### config.mk
export PLATFORM = sky130hd
export DESIGN_NAME = uart_tx_arbiter
export DESIGN_NICKNAME = d
export VERILOG_FILES = /design/src/rtl/uart_tx_arbiter.sv
export SDC_FILE = /design/constraint.sdc
export NUM_CORES = 1
export LEC_CHECK = 0
export ABC_AREA = 1
export CORE_UTILIZATION = 25
export DETAILED_ROUTE_END_ITERATION = 7
export PLACE_DENSITY_LB_ADDON = 0.1
export SLEW_MARGIN = 20
export SYNTH_ARGS = -nofsm -noshare
export SYNTH_HDL_FRONTEND = slang
export SYNTH_SLANG_ARGS = --single-unit
### constraint.sdc
create_clock -name wb_clk_i -period 3.86 [get_ports wb_clk_i]
set_clock_uncertainty 0.15 [all_clocks]
set_input_delay 0.772 -clock wb_clk_i [delete_from_list [all_inputs] [get_ports wb_clk_i]]
set_output_delay 0.772 -clock wb_clk_i [all_outputs]
set_load 0.02 [all_outputs]
### src/rtl/uart_tx_arbiter.sv
// uart_tx_arbiter: round-robin arbiter feeding whole packets from NREQ byte sources into one UART transmitter
module uart_tx_arbiter #(
  parameter int NREQ = 4,
  parameter int TIMEOUT = 1024
) (
  input  logic              wb_clk_i,
  input  logic              wb_rst_i,
  input  logic [NREQ-1:0]   req_valid,
  input  logic [8*NREQ-1:0] req_data,
  input  logic [NREQ-1:0]   req_last,
  output logic [NREQ-1:0]   req_ready,
  output logic              tx_stb,
  output logic [7:0]        tx_data,
  input  logic              tx_busy,
  output logic [NREQ-1:0]   grant,
  output logic              timeout_evt
);
  localparam int IW = (NREQ > 1) ? $clog2(NREQ) : 1;
  localparam int CW = (TIMEOUT > 1) ? $clog2(TIMEOUT) : 1;
  typedef enum logic [1:0] {IDLE, SERVE, STROBE, WAIT} state_t;
  state_t state;
  logic [IW-1:0] owner, idx, pick;
  logic [CW-1:0] cnt;
  logic last_flag, accept;
  logic [7:0] bytes [NREQ];
  for (genvar i = 0; i < NREQ; i++) begin : g_byte
    assign bytes[i] = req_data[8*i +: 8];
  end
  assign accept = (state == SERVE) && req_valid[owner] && !tx_busy;
  assign req_ready = accept ? NREQ'(1) << owner : '0;
  always_comb begin
    idx = owner;
    pick = owner;
    for (int k = 0; k < NREQ; k++) begin
      idx = (idx == IW'(NREQ - 1)) ? '0 : idx + 1'b1;
      if (req_valid[idx] && pick == owner && !req_valid[owner]) pick = idx;
      else if (req_valid[idx] && pick == owner && k != NREQ - 1 && req_valid[owner] && !(|(req_valid & found_mask(owner, idx)))) pick = idx;
    end
  end
  function automatic logic [NREQ-1:0] found_mask(input logic [IW-1:0] from, input logic [IW-1:0] upto);
    logic [NREQ-1:0] m;
    logic [IW-1:0] j;
    m = '0;
    j = from;
    for (int k = 0; k < NREQ; k++) begin
      j = (j == IW'(NREQ - 1)) ? '0 : j + 1'b1;
      if (j == upto) break;
      m[j] = 1'b1;
    end
    return m;
  endfunction
  always_ff @(posedge wb_clk_i) begin
    if (wb_rst_i) begin
      state <= IDLE;
      grant <= '0;
      owner <= IW'(NREQ - 1);
      tx_stb <= 1'b0;
      tx_data <= 8'h00;
      timeout_evt <= 1'b0;
      cnt <= '0;
      last_flag <= 1'b0;
    end else begin
      tx_stb <= 1'b0;
      timeout_evt <= 1'b0;
      case (state)
        IDLE: if (|req_valid) begin
          grant <= NREQ'(1) << pick;
          owner <= pick;
          state <= SERVE;
        end
        SERVE: if (accept) begin
          tx_data <= bytes[owner];
          last_flag <= req_last[owner];
          tx_stb <= 1'b1;
          cnt <= '0;
          state <= STROBE;
        end else if (!req_valid[owner]) begin
          cnt <= (cnt == CW'(TIMEOUT - 1)) ? '0 : cnt + 1'b1;
          if (cnt == CW'(TIMEOUT - 1)) begin
            timeout_evt <= 1'b1;
            grant <= '0;
            state <= IDLE;
          end
        end
        STROBE: state <= WAIT;
        default: if (!tx_busy) begin
          state <= last_flag ? IDLE : SERVE;
          grant <= last_flag ? '0 : grant;
        end
      endcase
    end
  end
endmodule

-- Yosys cells after proc, flatten, opt, wreduce, memory -nomap -nowiden
Cells that the tools add are included.
- add/sub/neg operators: 5
- $lt $le $gt $ge: 10
- eq/ne operators: 28
- shift operators: 2
- mux-type cells: 135
- bitwise logic cells: 15
- reductions and logical operators: 37
- operators with widths (cell ; number):
    two-way mux 4 bit ; 49
    two-way mux 1 bit ; 52
    OR 4 bit ; 9
    two-way mux 2 bit ; 16
    two-way mux 10 bit ; 3
    == test 2 bit ; 12
    OR reduction 4 bit ; 5
    logical AND 1 bit ; 19
    binary-select mux 8 bit (select 2 bit) ; 1
    two-way mux 8 bit ; 2
    < comparator 2 x 3 -> 1 bit (second input constant) ; 5
    AND 4 bit ; 3
    binary-select mux 1 bit (select 2 bit) ; 6
    case mux 4 bit (3 select lines) ; 1
    adder 10 x 1 -> 10 bit (second input constant) ; 1
    == test 10 bit (second input constant) ; 1
    == test 2 bit (second input constant) ; 5
    adder 2 x 1 -> 2 bit (second input constant) ; 4
    demux 1 bit (select 2 bit) ; 4
    greater-or-equal comparator 2 x 1 -> 1 bit (second input constant) ; 4
    != test 2 bit (second input constant) ; 4
    left shift 1 x 2 -> 4 bit (first input constant) ; 2
    AND reduction 7 bit ; 1
    case mux 2 bit (3 select lines) ; 1
    other kinds (15) ; 22
- flip-flop bits (word level): 29
- bits of input ports: 43
- word-level logic and storage cells: 240

-- Logic depth before layout (Yosys ltp)
- word-level depth: 90
- depth in mapped cells: 25

-- Worst setup path after synthesis
OpenSTA, ideal clock, no wires.
- path type: register to register
- start point: reg owner[0]
- end point: reg grant[1]
- library setup time: 0.071 ns
- arrival time: 2.988 ns
- data required time: 3.639 ns
- path slack: 0.652 ns
- stages on the path, launching flop included: 24
- buffers on the path: 4
- period minus slack after synthesis: 3.208 ns
- path through: dfxtp_1 buf_6 inv_8 clkbuf_1 clkbuf_1 ha_1 buf_4 inv_1 nand2_1 nand2_2 nand2_1 nand2_2 nor2_4 nand3_1 nand2_2 a21oi_4 nand3_1 nand3_1 nand2_2 nor2_4 nand3_1 nand2_1 nand3_1 a21oi_1
- cells in the longest elaborated chain, start to end: 48
- elaborated cells on any way between the ends: 176
- RTL lines (item ; RTL line ; source):
    start, declared ; 22 ; logic [IW-1:0] owner, idx, pick;
    start signal, assigned ; 56 ; owner <= IW'(NREQ - 1);
    start signal, assigned ; 68 ; owner <= pick;
    adder 2 x 1 -> 2 bit / == test 2 bit (equally long branches) ; - ;
    two-way mux 2 bit ; - ;
    adder 2 x 1 -> 2 bit, or another cell as far along ; - ;
    two-way mux 2 bit / logical AND 1 bit (equally long branches) ; - ;
    < comparator 2 x 3 -> 1 bit, or another cell as far along ; - ;
    logical AND 1 bit / demux 1 bit (select 2 bit) (equally long branches) ; - ;
    two-way mux 1 bit / two-way mux 4 bit (equally long branches) ; - ;
    demux 1 bit (select 2 bit) / two-way mux 4 bit (equally long branches) ; - ;
    (+32 left out) ; - ;
    two-way mux 2 bit ; 36 ; if (req_valid[idx] && pick == owner && !req_valid[owner]) pick = idx;
    == test 2 bit ; - ;
    logical AND 1 bit ; - ;
    logical AND 1 bit ; 36 ;
    two-way mux 2 bit ; 36 ;
    left shift 1 x 2 -> 4 bit ; 67 ; grant <= NREQ'(1) << pick;
    two-way mux 4 bit ; 66 ; IDLE: if (|req_valid) begin
    case mux 4 bit (3 select lines) ; 65 ; case (state)
    end signal, assigned ; 67 ;
    end signal, assigned ; 88 ; grant <= last_flag ? '0 : grant;
    end, declared ; 15 ; output logic [NREQ-1:0] grant,
Parallel ways exist; a longest one is shown, timed or not. The select of a mux whose other input is x is not followed.
A chain may end at the register's enable or synchronous reset.

-- Worst setup path after layout
- start point: in req_valid[0]
- end point: out req_ready[2]
- cells in the longest elaborated chain, start to end: 5
- RTL lines (item ; RTL line ; source):
    start, declared ; 8 ; input logic [NREQ-1:0] req_valid,
    binary-select mux 1 bit (select 2 bit) ; 29 ; assign accept = (state == SERVE) && req_valid[owner] && !tx_busy;
    two-way mux 1 bit (not written as such) ; 29 ;
    logical AND 1 bit (2 in series) ; 29 ;
    two-way mux 4 bit ; 30 ; assign req_ready = accept ? NREQ'(1) << owner : '0;
    end, declared ; 11 ; output logic [NREQ-1:0] req_ready,
Every way passes these cells. The select of a mux whose other input is x is not followed.

==> flow_summary.json <==
{
  "synth_cell_types": 32,
  "diodes": 0,
  "critPathMaxFanout": 5,
  "antenna_found_initial": 0,
  "finalNonFillerCells": 531,
  "syn_area_um2": 2170,
  "ys.flop_type": "dfxtp_1",
  "grt_overflow": 0,
  "worst_slew_pin_slew_ps": 535,
  "setup_tns_ps": 0,
  "cts_resized": 0,
  "num_vias": 2422,
  "grt_max_degree": 29,
  "root_buffer": "clkbuf_8",
  "grt_pass1_wl_um": 11000,
  "slowest_delay_ps": 610,
  "dp.cells": 523,
  "fin_nets": 474,
  "p_total_uw": 2030,
  "initial_core_util_pct": 26.1,
  "dr.pass1.iters": 4,
  "ctsHoldBuffers": 0,
  "avgRoutedWirePerCell_um": 12.3,
  "arrival_ps": 2730,
  "numCtsBuffers": 5,
  "grt_usage_pct": 15.7,
  "outcome": "finished clean",
  "fp.dieW_um": 95.1,
  "async_flop_share_pct": 0,
  "cts_buffer_depth": 2,
  "crit_buf_inv": 4,
  "dieArea_um2": 9040,
  "crit_chain": "clkdlybuf4s50_1, nand2_1, nand3_1, nand2_2, nor2_1, inv_1, nor2_1, clkinv_1, nor2_1, clkdlybuf4s50_1",
  "rsz0062_at_grt": "no",
  "min_period_ps": 3650,
  "synthTopCellsByArea": "dfxtp_1 27%, nand2_1 15%, o21ai_0 9.5%",
  "portBuffers": 60,
  "final_common_cell": "nand2_1",
  "hold_ws_ps": 310,
  "max-vdd-ir-drop_mv": 0.167,
  "seq_area_frac_synth_pct": 26.8,
  "yosys.area.top_type_share_pct": 26.8,
  "hp-class": "reg2reg",
  "setup_ws_ps": 212,
  "synth_top_area_cell": "dfxtp_1",
  "core_area_um2": 8300,
  "htree_levels": 2,
  "ant_nets": 0,
  "fin_crit_sh_pct": 94.5,
  "layout-drive-gt1-share_pct": 9.86,
  "cap_violations": 0,
  "critical-path-top-delay-family": "buffers and inverters",
  "setup_viol": 0,
  "synth-edff-count": 0,
  "synthCells": 360,
  "layout_common_cells": "88 x nand2_1, 59 x clkdlybuf4s50_1, 53 x nor2_1, 41 x o21ai_0, 36 x inv_1",
  "grt_pass1_vias": 2340,
  "insertion_delay_ps": 290,
  "startpoint_type": "input port",
  "finalHoldViolCount": 0,
  "io_pins": 61,
  "leakage_uw": 0.00132,
  "cts.sinks": 29,
  "drtIter0Drc": 92,
  "gp_congestion": 0.782,
  "clk_pin_slew_ps": 70,
  "power_density_nw_per_um2": 667,
  "avgSynthCellArea_um2": 6.02,
  "cts_tree": "yes",
  "worstPathRequired_ps": 2940,
  "dp_hpwl_um": 5040,
  "cp-end-kind": "output pin",
  "synth_fp_nets": 409,
  "cp_common_cell": "nor2_1",
  "drcViolationCount": 0,
  "areaGrowthSynthToFinish_pct": 40.3,
  "setup.worst_path.class": "in2out",
  "wl_um": 6510,
  "critPathSlowestCell": "clkdlybuf4s50_1",
  "pre_cts_ws_ps": 199,
  "ys_ff_latch": 29,
  "via_per_inst": 4.56,
  "yosysWarnings": 0,
  "num_rows": 33,
  "die_y_um": 95.1,
  "slew_viol_final": 0,
  "post_cts_buffers": 0,
  "clock.fmax_mhz": 274,
  "relSlewSlack_pct": 64.2
}
[state kept, by name, summed over array words and instances, names as in the netlist]
register and cells:
state 2, last_flag 1, timeout_evt 1, tx_stb 1, owner 2, cnt 10
grant 4, tx_data 8
[path summary, 6_finish.rpt]
check                                   from           end  slack, ps  depth (start not counted)
worst min-delay path                  cnt[9]        cnt[9]        310                          2
worst max register to register      owner[0]      owner[0]        830                         20
worst max-delay path            req_valid[0]  req_ready[2]        210                         10
worst min register to register        cnt[9]        cnt[9]        310                          2
[per-stage QoR]
stage,cell area (um^2),utilization (%)
after floorplan,2170,-
after global placement,2920,35.2
after detailed placement,2920,35.2
after CTS,3040,36.6
after global routing,3040,36.6
final,3040,36.6
[synth_stat cells (2+ instances only)]
master,instances
inv_1,36
nor3_1,2
nand2_1,88
a211oi_1,2
inv_2,2
nor2_1,53
nand4_1,6
ha_1,6
a21oi_1,15
nor2_4,3
nand3_1,27
and3_1,3
o21ai_0,41
nand2_2,12
clkbuf_1,8
buf_1,2
nand3_2,3
dfxtp_1,29
o22ai_1,9
[area by class of cell]
class                      count  area (um^2)
clock inverter                 2         37.5
tap                          105          131
sequential                    29          581
multi-input combinational    279         1370
timing repair buffer          70          678
inverter                      40          158
fill                         902         5260
clock buffer                   6         82.6
[where the power goes]
| part | switching (uW) | internal, uW |
|---|---|---|
| logic | 846 | 475 |
| clock network | 128 | 210 |
| registers | 27.3 | 340 |
| total | 1000 | 1020 |
[routing by layer]
layer	share of wire [%]	wire, um	vias to the layer above	global-route usage [%]
met3	5.8	379	6	3.99
li1	-	-	1301	-
met4	0.77	50	0	3.54
met2	46	2980	71	26.7
met5	0	0	-	0
met1	48	3090	1044	19.8
[cells by family (layout without fill, tap and decap cells)]
group | count (synthesis) | count (layout) | synth area share [%]
buf+inv | 52 | 118 | 9.87
flops | 29 | 29 | 26.8
simple gates | 200 | 200 | 41.2
compound gates | 72 | 72 | 18.2
xor+xnor | 1 | 1 | 0.404
fa+ha+maj | 6 | 6 | 3.46
[worst register-to-register path: stages (launching register included)]
cell	delay, ps
dfxtp_1	490
buf_4	230
ha_1	310
inv_2	100
nand2_4	120
nand2_1	70
nand2_2	120
nand2_1	80
nand2_2	80
nor2_4	40
nand3_1	80
nand2_1	60
nand3_1	100
nand2_2	90
nand2_1	80
nand2_1	50
nand2_1	110
nand4_1	190
nand2_1	100
nand2_1	80
o21ai_0	220
No activity file was read; power rests on OpenSTA's default activity.
